### src/rtl/csr_pkg.sv
// Shared definitions for the machine-mode CSR block: addresses, op encoding,
// controller states and the address-decode helper.
package csr_pkg;

    localparam logic [11:0] CSR_MSTATUS   = 12'h300;
    localparam logic [11:0] CSR_MTVEC     = 12'h305;
    localparam logic [11:0] CSR_MSCRATCH  = 12'h340;
    localparam logic [11:0] CSR_MEPC      = 12'h341;
    localparam logic [11:0] CSR_MCAUSE    = 12'h342;
    localparam logic [11:0] CSR_MCYCLE    = 12'hB00;
    localparam logic [11:0] CSR_MINSTRET  = 12'hB02;
    localparam logic [11:0] CSR_MCYCLEH   = 12'hB80;
    localparam logic [11:0] CSR_MINSTRETH = 12'hB82;

    typedef enum logic [1:0] {
        CSR_OP_WRITE = 2'd0,
        CSR_OP_SET   = 2'd1,
        CSR_OP_CLEAR = 2'd2,
        CSR_OP_NONE  = 2'd3
    } csr_op_e;

    typedef enum logic {
        ST_RUN      = 1'b0,
        ST_REDIRECT = 1'b1
    } csr_state_e;

    function automatic logic csr_legal(input logic [11:0] adr);
        case (adr)
            CSR_MSTATUS, CSR_MTVEC, CSR_MSCRATCH, CSR_MEPC, CSR_MCAUSE,
            CSR_MCYCLE, CSR_MCYCLEH, CSR_MINSTRET, CSR_MINSTRETH:
                csr_legal = 1'b1;
            default:
                csr_legal = 1'b0;
        endcase
    endfunction

endpackage

### src/rtl/csr_ctrl_if.sv
// Bundle between the pipeline (master) and the CSR controller (slave).
interface csr_ctrl_if;
    logic        csr_en;
    logic [11:0] csr_adr;
    logic [1:0]  csr_op_ctr;
    logic        csr_imm_en;
    logic        csr_read_en;
    logic        csr_wr_en;
    logic [31:0] rs1_data;
    logic [4:0]  zimm;
    logic        inst_retire;
    logic        trap_req;
    logic [31:0] trap_cause;
    logic [31:0] trap_pc;
    logic        mret;
    logic        redirect_ack;
    logic [31:0] csr_rdata;
    logic        illegal_csr;
    logic        redirect_valid;
    logic [31:0] redirect_pc;
    logic        busy;

    modport master (
        output csr_en, csr_adr, csr_op_ctr, csr_imm_en, csr_read_en, csr_wr_en,
               rs1_data, zimm, inst_retire, trap_req, trap_cause, trap_pc,
               mret, redirect_ack,
        input  csr_rdata, illegal_csr, redirect_valid, redirect_pc, busy
    );

    modport slave (
        input  csr_en, csr_adr, csr_op_ctr, csr_imm_en, csr_read_en, csr_wr_en,
               rs1_data, zimm, inst_retire, trap_req, trap_cause, trap_pc,
               mret, redirect_ack,
        output csr_rdata, illegal_csr, redirect_valid, redirect_pc, busy
    );
endinterface

### src/rtl/csr_counter64.sv
// 64-bit free-running counter whose halves can be overwritten by software;
// a half write takes the cycle and the other half holds.
module csr_counter64 (
    input  logic        clk,
    input  logic        rst_n,
    input  logic        inc,
    input  logic        wr_lo,
    input  logic        wr_hi,
    input  logic [31:0] wdata,
    output logic [63:0] count
);

    always_ff @(posedge clk or negedge rst_n) begin
        if (!rst_n) begin
            count <= '0;
        end else if (wr_lo) begin
            count[31:0] <= wdata;
        end else if (wr_hi) begin
            count[63:32] <= wdata;
        end else if (inc) begin
            count <= count + 64'd1;
        end
    end

endmodule

### src/rtl/csr_ctrl.sv
// Machine-mode CSR file with trap entry / MRET handling and a fetch redirect
// handshake that stalls the controller until the front end accepts it.
module csr_ctrl
    import csr_pkg::*;
(
    input  logic       clk,
    input  logic       rst_n,
    csr_ctrl_if.slave  bus
);

    csr_state_e  state;
    logic        mie;
    logic        mpie;
    logic [31:0] mtvec;
    logic [31:0] mscratch;
    logic [31:0] mepc;
    logic [31:0] mcause;
    logic [31:0] redirect_pc;
    logic        redirect_valid;
    logic        busy;
    logic [63:0] mcycle;
    logic [63:0] minstret;
    logic        legal;
    logic        wr_fire;
    logic [31:0] old_val;
    logic [31:0] src;
    logic [31:0] new_val;

    assign legal = csr_legal(bus.csr_adr);

    always_comb begin
        old_val = '0;
        case (bus.csr_adr)
            CSR_MSTATUS:   old_val = {24'd0, mpie, 3'd0, mie, 3'd0};
            CSR_MTVEC:     old_val = mtvec;
            CSR_MSCRATCH:  old_val = mscratch;
            CSR_MEPC:      old_val = mepc;
            CSR_MCAUSE:    old_val = mcause;
            CSR_MCYCLE:    old_val = mcycle[31:0];
            CSR_MCYCLEH:   old_val = mcycle[63:32];
            CSR_MINSTRET:  old_val = minstret[31:0];
            CSR_MINSTRETH: old_val = minstret[63:32];
            default:       old_val = '0;
        endcase
    end

    assign src = bus.csr_imm_en ? {27'd0, bus.zimm} : bus.rs1_data;

    always_comb begin
        new_val = old_val;
        case (csr_op_e'(bus.csr_op_ctr))
            CSR_OP_WRITE: new_val = src;
            CSR_OP_SET:   new_val = old_val | src;
            CSR_OP_CLEAR: new_val = old_val & ~src;
            default:      new_val = old_val;
        endcase
    end

    // Trap and MRET own the cycle, so a coincident software write is dropped.
    assign wr_fire = bus.csr_en & bus.csr_wr_en & legal & (state == ST_RUN)
                   & ~bus.trap_req & ~bus.mret
                   & (bus.csr_op_ctr != CSR_OP_NONE);

    assign bus.csr_rdata      = (bus.csr_en & bus.csr_read_en & legal) ? old_val : '0;
    assign bus.illegal_csr    = bus.csr_en & ~legal;
    assign bus.redirect_valid = redirect_valid;
    assign bus.redirect_pc    = redirect_pc;
    assign bus.busy           = busy;

    csr_counter64 u_mcycle (
        .clk   (clk),
        .rst_n (rst_n),
        .inc   (1'b1),
        .wr_lo (wr_fire && (bus.csr_adr == CSR_MCYCLE)),
        .wr_hi (wr_fire && (bus.csr_adr == CSR_MCYCLEH)),
        .wdata (new_val),
        .count (mcycle)
    );

    csr_counter64 u_minstret (
        .clk   (clk),
        .rst_n (rst_n),
        .inc   (bus.inst_retire),
        .wr_lo (wr_fire && (bus.csr_adr == CSR_MINSTRET)),
        .wr_hi (wr_fire && (bus.csr_adr == CSR_MINSTRETH)),
        .wdata (new_val),
        .count (minstret)
    );

    always_ff @(posedge clk or negedge rst_n) begin
        if (!rst_n) begin
            state          <= ST_RUN;
            mie            <= 1'b0;
            mpie           <= 1'b0;
            mtvec          <= '0;
            mscratch       <= '0;
            mepc           <= '0;
            mcause         <= '0;
            redirect_pc    <= '0;
            redirect_valid <= 1'b0;
            busy           <= 1'b0;
        end else begin
            case (state)
                ST_RUN: begin
                    if (bus.trap_req) begin
                        mepc           <= bus.trap_pc;
                        mcause         <= bus.trap_cause;
                        mpie           <= mie;
                        mie            <= 1'b0;
                        redirect_pc    <= mtvec;
                        redirect_valid <= 1'b1;
                        busy           <= 1'b1;
                        state          <= ST_REDIRECT;
                    end else if (bus.mret) begin
                        mie            <= mpie;
                        mpie           <= 1'b1;
                        redirect_pc    <= mepc;
                        redirect_valid <= 1'b1;
                        busy           <= 1'b1;
                        state          <= ST_REDIRECT;
                    end else if (wr_fire) begin
                        case (bus.csr_adr)
                            CSR_MSTATUS: begin
                                mie  <= new_val[3];
                                mpie <= new_val[7];
                            end
                            CSR_MTVEC:    mtvec    <= {new_val[31:2], 2'b00};
                            CSR_MSCRATCH: mscratch <= new_val;
                            CSR_MEPC:     mepc     <= {new_val[31:2], 2'b00};
                            CSR_MCAUSE:   mcause   <= new_val;
                            default: ;
                        endcase
                    end
                end
                ST_REDIRECT: begin
                    if (bus.redirect_ack) begin
                        redirect_valid <= 1'b0;
                        busy           <= 1'b0;
                        state          <= ST_RUN;
                    end
                end
                default: state <= ST_RUN;
            endcase
        end
    end

endmodule

### src/flat_wrapper.sv
// flat-port wrapper written by rule: the top's interface ports become plain ports
module csr_ctrl_flat import csr_pkg::*;
  (clk, rst_n, bus_csr_en, bus_csr_adr, bus_csr_op_ctr, bus_csr_imm_en, bus_csr_read_en, bus_csr_wr_en, bus_rs1_data, bus_zimm, bus_inst_retire, bus_trap_req, bus_trap_cause, bus_trap_pc, bus_mret, bus_redirect_ack, bus_csr_rdata, bus_illegal_csr, bus_redirect_valid, bus_redirect_pc, bus_busy);
  csr_ctrl_if bus_i ();
  input  logic clk;
  input  logic rst_n;
  input wire logic [$bits(bus_i.csr_en)-1:0] bus_csr_en;
  input wire logic [$bits(bus_i.csr_adr)-1:0] bus_csr_adr;
  input wire logic [$bits(bus_i.csr_op_ctr)-1:0] bus_csr_op_ctr;
  input wire logic [$bits(bus_i.csr_imm_en)-1:0] bus_csr_imm_en;
  input wire logic [$bits(bus_i.csr_read_en)-1:0] bus_csr_read_en;
  input wire logic [$bits(bus_i.csr_wr_en)-1:0] bus_csr_wr_en;
  input wire logic [$bits(bus_i.rs1_data)-1:0] bus_rs1_data;
  input wire logic [$bits(bus_i.zimm)-1:0] bus_zimm;
  input wire logic [$bits(bus_i.inst_retire)-1:0] bus_inst_retire;
  input wire logic [$bits(bus_i.trap_req)-1:0] bus_trap_req;
  input wire logic [$bits(bus_i.trap_cause)-1:0] bus_trap_cause;
  input wire logic [$bits(bus_i.trap_pc)-1:0] bus_trap_pc;
  input wire logic [$bits(bus_i.mret)-1:0] bus_mret;
  input wire logic [$bits(bus_i.redirect_ack)-1:0] bus_redirect_ack;
  output wire logic [$bits(bus_i.csr_rdata)-1:0] bus_csr_rdata;
  output wire logic [$bits(bus_i.illegal_csr)-1:0] bus_illegal_csr;
  output wire logic [$bits(bus_i.redirect_valid)-1:0] bus_redirect_valid;
  output wire logic [$bits(bus_i.redirect_pc)-1:0] bus_redirect_pc;
  output wire logic [$bits(bus_i.busy)-1:0] bus_busy;
  assign bus_i.csr_en = bus_csr_en;
  assign bus_i.csr_adr = bus_csr_adr;
  assign bus_i.csr_op_ctr = bus_csr_op_ctr;
  assign bus_i.csr_imm_en = bus_csr_imm_en;
  assign bus_i.csr_read_en = bus_csr_read_en;
  assign bus_i.csr_wr_en = bus_csr_wr_en;
  assign bus_i.rs1_data = bus_rs1_data;
  assign bus_i.zimm = bus_zimm;
  assign bus_i.inst_retire = bus_inst_retire;
  assign bus_i.trap_req = bus_trap_req;
  assign bus_i.trap_cause = bus_trap_cause;
  assign bus_i.trap_pc = bus_trap_pc;
  assign bus_i.mret = bus_mret;
  assign bus_i.redirect_ack = bus_redirect_ack;
  assign bus_csr_rdata = bus_i.csr_rdata;
  assign bus_illegal_csr = bus_i.illegal_csr;
  assign bus_redirect_valid = bus_i.redirect_valid;
  assign bus_redirect_pc = bus_i.redirect_pc;
  assign bus_busy = bus_i.busy;
  csr_ctrl u_core (.clk(clk), .rst_n(rst_n), .bus(bus_i));
endmodule
### config.mk
export PLATFORM = sky130hd
export DESIGN_NAME = csr_ctrl_flat
export DESIGN_NICKNAME = d
export VERILOG_FILES = /design/src/rtl/csr_pkg.sv /design/src/rtl/csr_ctrl_if.sv /design/src/rtl/csr_counter64.sv /design/src/rtl/csr_ctrl.sv /design/src/flat_wrapper.sv
export SDC_FILE = /design/constraint.sdc
export NUM_CORES = 1
export LEC_CHECK = 0
export CAP_MARGIN = 40
export CORE_MARGIN = 2
export CORE_UTILIZATION = 30
export DETAILED_ROUTE_END_ITERATION = 8
export PLACE_DENSITY = 0.46
export SYNTH_ARGS = -nofsm -noshare
export SYNTH_HDL_FRONTEND = slang
export SYNTH_SLANG_ARGS = --single-unit
### constraint.sdc
create_clock -name clk -period 3.3 [get_ports clk]
set_input_delay 0.33 -clock clk [delete_from_list [all_inputs] [get_ports clk]]
set_output_delay 0.33 -clock clk [all_outputs]
set_load 0.01 [all_outputs]
==> results of run 1 <==
-- per-layer routing --
layer / part of all wire (%) / routed length [um] / GRT usage, % / vias to the layer above
met4: 3.4 / 2990 / 8.84 / 0
met2: 45 / 39400 / 45.8 / 782
met3: 6.8 / 5920 / 4.64 / 153
met1: 45 / 38900 / 39.9 / 8956
met5: 0 / 0 / 0 / -
li1: - / - / - / 8064
-- power by group through the flow --
stage	Combinational (uW)	Sequential (uW)	Clock, uW
6_report	1680	4190	4750
5_1_grt	1810	4220	4960
3_3_place_gp	1650	4240	0
2_1_floorplan	733	4150	0
3_5_place_dp	1660	4240	0
4_1_cts	1680	4180	4820
-- final cells by class --
cell class	count	area share, %
clock buffers	51	4.59
flip-flops and latches	290	30.3
diodes	1	0.0104
inverters	17	0.266
repair buffers	497	19.2
clock inverters	17	1.31
multi-input cells	1516	40.3
well taps	765	3.99
-- stage by stage --
step | std cells | total power [uW] | setup TNS, ns | hold WS (ns) | instance area [sq um]
finish | 3154 | 10600 | -0.00958 | 0.127 | 24000
global route | 3153 | 11000 | -0.335 | 0.123 | 24000
CTS | 3148 | 10700 | 0 | 0.106 | 23800
detailed placement | 3075 | 5910 | -2.70 | 0.368 | 22300
global placement | 3074 | 5890 | -2.99 | 0.357 | 22300
floorplan | 1968 | 4880 | 0 | 0.0344 | 17300
-- synth_stat cells, drive strengths merged, types with 8 or more instances --
| cell | instances |
|---|---|
| nand2 | 304 |
| dfrtp | 290 |
| o21ai | 207 |
| mux2i | 130 |
| clkbuf | 124 |
| nand3 | 102 |
| nor2 | 91 |
| a21oi | 90 |
| xor2 | 45 |
| nand4 | 42 |
| xnor2 | 37 |
| o211ai | 35 |
| and3 | 33 |
| nor3 | 32 |
| nand2b | 30 |
| o221ai | 24 |
| nor4 | 22 |
| buf | 21 |
| o22ai | 21 |
| o31ai | 19 |
| o22a | 18 |
| a211oi | 17 |
| and4 | 16 |
| inv | 16 |
| a222oi | 15 |
| nor2b | 14 |
| and2 | 13 |
| a221oi | 12 |
| a31oi | 10 |
| mux2 | 10 |
| or3 | 9 |
| a21o | 8 |
-- registers in the layout, summed over array words and instances (netlist names) --
register	flops
u_core.u_mcycle.count	64
u_core.u_minstret.count	64
u_core.bus.redirect_pc	32
u_core.mcause	32
u_core.mepc	32
u_core.mscratch	32
u_core.mtvec	30
u_core.bus.redirect_valid	1
u_core.mie	1
u_core.mpie	1
u_core.state	1
-- what timing repair did --
item                                    in CTS  in global routing
gates resized for setup                     39                 26
endpoints found under the hold margin       67                  0
hold buffers                                 1                  0
endpoints found under the setup margin      28                 20
cloned                                       1                  0
pin swaps                                    4                  3
buffers inserted                             3                  5
-- worst max-delay path, stage by stage --
cell and delay (ns):
clkdlybuf4s50_1 0.42, buf_4 0.19, or4_4 0.54, nor3_4 0.29, buf_6 0.20, nand2_1 0.11, a41oi_2 0.21, buf_4 0.14
clkdlybuf4s50_1 0.53
-- worst paths after layout --
path | endpoint | depth (start not counted)
min in group asynchronous | u_core.bus.redirect_pc[2] | 2
hold / removal | u_core.bus.redirect_pc[1] | 2
setup / recovery | bus_csr_rdata[31] | 9
max in group asynchronous | u_core.u_minstret.count[12] | 3
hold reg to reg | u_core.mscratch[23] | 2
setup reg to reg | u_core.u_minstret.count[60] | 7
-- cells by family (layout without fill, tap and decap cells) --
logic type      count (synthesis)  count (layout)  synth area share (%)
compound gates                556             556                  20.9
xor+xnor                       82              82                  4.15
fa+ha+maj                       2               2                 0.145
buf+inv                       162             582                  3.64
flops                         290             290                  41.9
mux                           141             141                  8.30
other cells                     0               1                     0
simple gates                  735             735                  20.9
==> flow_summary.yaml, run 1 <==
place:
  gp_congestion: 0.988
  port_buffers: 191
  hpwl_mm: 66.7
  dp_slack_ns: -0.148
detailed_routing:
  drcViolationCount: 0
  vias: 17955
  drtAntennaViolNets: 0
  wire_per_inst_um: 27.7
  first_iter_violations: 1935
  via_per_inst: 5.69
  drt_pass1_iterations: 7
  drt-total-wl_mm: 87.2
timing:
  fmax_ghz: 0.302
  setup_violations: 2
  period_needed_ns: 3.31
  setup_ws_ns: -0.00626
  finalCritPeriodShare_pct: 100
  rsz0062_at_grt: "yes"
  final_max_slew_viol_count: 0
  hold_viol_final: 0
  tightestPinTransition_ns: 0.761
  slew_headroom_pct: 49.1
  skew_ns: 0.0209
layout:
  final_nets: 2487
  final_cell_mix: "nand2_1, dfrtp_1, buf_4"
  seq_area_sq_um: 7260
  layout_commonest_cell: "nand2_1"
  syn2layout_area_growth_pct: 38.5
  nFillCells: 5642
  drive_gt1_share_pct: 18.8
  fin_util_pct: 41.8
  multi_input_area_sq_um: 9670
floorplan:
  initial_utilization_pct: 30.2
  ios: 192
  rows: 88
  fp.dieH_um: 244
  die_area_sq_um: 59600
  die_w_um: 244
  coreArea_sq_um: 57400
synth:
  synth_top_area_cell: "dfrtp_1"
  seq_area_frac_synth_pct: 41.9
  synth-seq-cells: 290
  syn_area_per_cell_sq_um: 8.80
  synth-async-reset-ratio_pct: 100
  yosys-top-cells-area: "dfrtp_1, mux2i_1, nand2_1"
  synth.distinct_cells: 82
  yosysWarnings: 0
  syn_nets: 2095
  synth_flop_cell: "dfrtp_1"
  synth_top_area_share_pct: 41.9
  synth-edff-count: 0
  syn-cell-area_sq_um: 17300
  synthCells: 1968
global_route:
  grt_usage_pct: 28.7
  grt_max_degree: 73
  grt_pass1_vias: 17547
  overflow: 0
  grt_antenna_before_repair: 1
  grt_pass1_wl_mm: 126
pwr:
  p_leak_uw: 0.0104
  power_frac_seq_pct: 39.4
  power_per_cell_area_nw_per_um2: 443
  ir_drop_uv: 323
  p_comb_share_pct: 15.9
  clockPowerShare_pct: 44.7
  power_switching_uw: 3010
  switching_share_pct: 28.4
  p_int_uw: 7610
outcome:
  violations: "negative setup slack"
  outcome: "finished with violations"
min_path:
  hold_path_class: "in2reg"
  hp-start: "bus_trap_req"
critical_path:
  reg2reg_from: "u_core.u_minstret.count[5]"
  cp-end-kind: "output pin"
  worst_setup_path_start_kind: "input port"
  worstSetupPathType: "in2out"
  crit_start: "bus_csr_adr[3]"
  critPathMaxFanout: 8
  crit_arrival_ns: 2.98
  cp.required_ns: 2.97
  r2r_slack_ns: 0.19
cts:
  cts_tree: "done"
  root_buffer: "clkbuf_16"
  clock_latency_ns: 0.57
  cts_buffers: 38
  cts.sinks: 290
  ctsHtreeMaxLevel: 2
  clk_pin_slew_ns: 0.05
  clk_path_buf_depth: 3
flow_run:
  cap_violations: 0
Note: power is estimated with default switching activity, not from simulation.
==> inputs of run 2 (changes only) <==
Settings changed: REMOVE_ABC_BUFFERS from default to 1.
==> run 2 against run 1 <==
  * Clock-buffer cell count up 10
  * Sequential power about the same
  * Wire length down 10%
  * First-iteration DRC count down 15%
  * Highest routed layer unchanged
  * The flow now finishes without violations
  * Largest cell class unchanged
==> flow_summary.yaml, run 2 (synthesized netlist as in run 1, its figures left out) <==
timing:
  finalCritPeriodShare_pct: 98.4
  hold_viol_final: 0
  setup_violations: 0
  skew_ns: 0.0140
  setup_ws_ns: 0.0536
  final_max_slew_viol_count: 0
  tightestPinTransition_ns: 0.835
  period_needed_ns: 3.25
  fin_tns_setup_ns: 0
  slew_headroom_pct: 44.0
  rsz0062_at_grt: "yes"
  holdWs_ns: 0.317
  fmax_ghz: 0.308
min_path:
  hold_path_class: "in2async"
critical_path:
  worstSetupPathType: "in2out"
  crit_slowest_cell: "clkdlybuf4s50_1"
  max_stage_delay_ns: 0.54
  crit_arrival_ns: 2.92
  worst-r2r-cell-count: 7
  critPathMaxFanout: 7
  worst_setup_path_start_kind: "input port"
  cpMostUsedCell: "buf_4"
  reg2reg_from: "u_core.u_minstret.count[6]"
  cp_cell_sequence: "clkdlybuf4s50_1 -> buf_4 -> buf_4 -> nor3_1 -> buf_4 -> nand3_1 -> buf_4 -> o22ai_1 -> a221oi_1 -> nor2_1 -> clkdlybuf4s50_1"
  cp.required_ns: 2.97
  r2r_slack_ns: 0.18
  cp-end-kind: "output pin"
  timing.rr.end: "u_core.u_minstret.count[63]"
pwr:
  power_per_cell_area_nw_per_um2: 431
  p_leak_uw: 0.00993
  ir_drop_uv: 298
flow_run:
  cap_violations: 0
layout:
  final_cell_mix: "nand2_1, dfrtp_1, o21ai_0, buf_4, clkdlybuf4s50_1"
  layout_commonest_cell: "nand2_1"
  seq_area_sq_um: 7260
  syn2layout_area_growth_pct: 34.4
  nFillCells: 5725
  reg.largest.list: "u_core.u_mcycle.count (64), u_core.u_minstret.count (64)"
  multi_input_area_sq_um: 9650
  drive_gt1_share_pct: 16.0
  final_nets: 2421
global_route:
  overflow: 0
  grt_antenna_before_repair: 0
  grt_usage_pct: 26.0
  grt_pass1_vias: 17313
  grt_pass1_wl_mm: 116
  grt_max_degree: 97
cts:
  cts.sinks: 290
  clk_pin_slew_ns: 0.05
  root_buffer: "clkbuf_16"
  ctsHtreeMaxLevel: 2
  clock_latency_ns: 0.56
  clk_path_buf_depth: 3
  cts_buffers: 38
  cts_tree: "done"
place:
  dp_slack_ns: -0.215
  gp_congestion: 0.919
  port_buffers: 191
  hpwl_mm: 58.7
detailed_routing:
  drcViolationCount: 0
  wire_per_inst_um: 25.3
  drt-total-wl_mm: 78.1
  via_per_inst: 5.62
  drtAntennaViolNets: 0
  drt_pass1_iterations: 7
  vias: 17361
  first_iter_violations: 1640
floorplan:
  initial_utilization_pct: 30.2
  die_area_sq_um: 59600
  coreArea_sq_um: 57400
  fp.dieH_um: 244
  ios: 192
  rows: 88
  die_w_um: 244
outcome:
  outcome: "completed"
run 2: cell type report:
type	count	area share, %
Multi-Input combinational cell	1516	41.4
Sequential cell	290	31.2
Inverter	17	0.274
Clock inverter	8	0.409
Timing Repair Buffer	431	17.5
Clock buffer	61	5.03
Antenna cell	1	0.0108
Tap cell	765	4.11
run 2: how the worst max path moves through the flow:
stage,startpoint,endpoint,cells after the start
2_1_floorplan,u_core.state,u_core.mcause[10],3
3_3_place_gp,bus_csr_adr[6],bus_csr_rdata[31],9
3_5_place_dp,bus_csr_adr[6],bus_csr_rdata[31],9
4_1_cts,bus_csr_adr[8],bus_csr_rdata[2],10
5_1_grt,bus_csr_adr[3],bus_csr_rdata[10],11
6_report,bus_csr_adr[3],bus_csr_rdata[10],11
run 2: where the power goes:
group / internal (uW) / switching [uW] / leakage [uW] / total [uW]
Clock: 2580 / 1690 / 0.000615 / 4280
Sequential: 3860 / 296 / 0.00384 / 4160
Combinational: 741 / 862 / 0.00548 / 1600
run 2: repair_timing:
| item | 4_1_cts | 5_1_grt |
|---|---|---|
| endpoints found under the setup margin | 24 | 19 |
| hold endpoints to repair | 46 | 0 |
| hold buffers | 1 | 0 |
| gates resized for setup | 40 | 17 |
| pin swaps | 5 | 4 |
| gates cloned | 1 | 0 |
| buffers inserted | 6 | 3 |
run 2: metal layers:
layer | track usage, % | vias up | wire length, um
met5 | 0 | - | 0
met4 | 7.98 | 0 | 2110
met3 | 3.71 | 115 | 5030
met2 | 40.3 | 601 | 35100
met1 | 37.3 | 8694 | 35900
li1 | - | 7951 | -
run 2: stage by stage:
step	cells	total power, uW	util, %	cell area, sq um
2_1_floorplan	1823	4800	-	16700
3_3_place_gp	3005	5790	37.8	21700
3_5_place_dp	3008	5810	37.9	21700
4_1_cts	3085	10100	40.4	23200
5_1_grt	3088	10500	40.6	23300
6_report	3089	10000	40.6	23300
run 2: worst max-delay path, delay by kind of cell:
| kind | cells | cell delay [ns] |
|---|---|---|
| AOI/OAI and AO/OA | 2 | 0.54 |
| buffers and inverters | 6 | 1.64 |
| and+or+nand+nor | 3 | 0.39 |
==> inputs of run 3 (changes only) <==
Settings changed: TNS_END_PERCENT from default to 100.
==> results of run 3 <==
Final layout, timing and power as in run 2 (identical DEF).
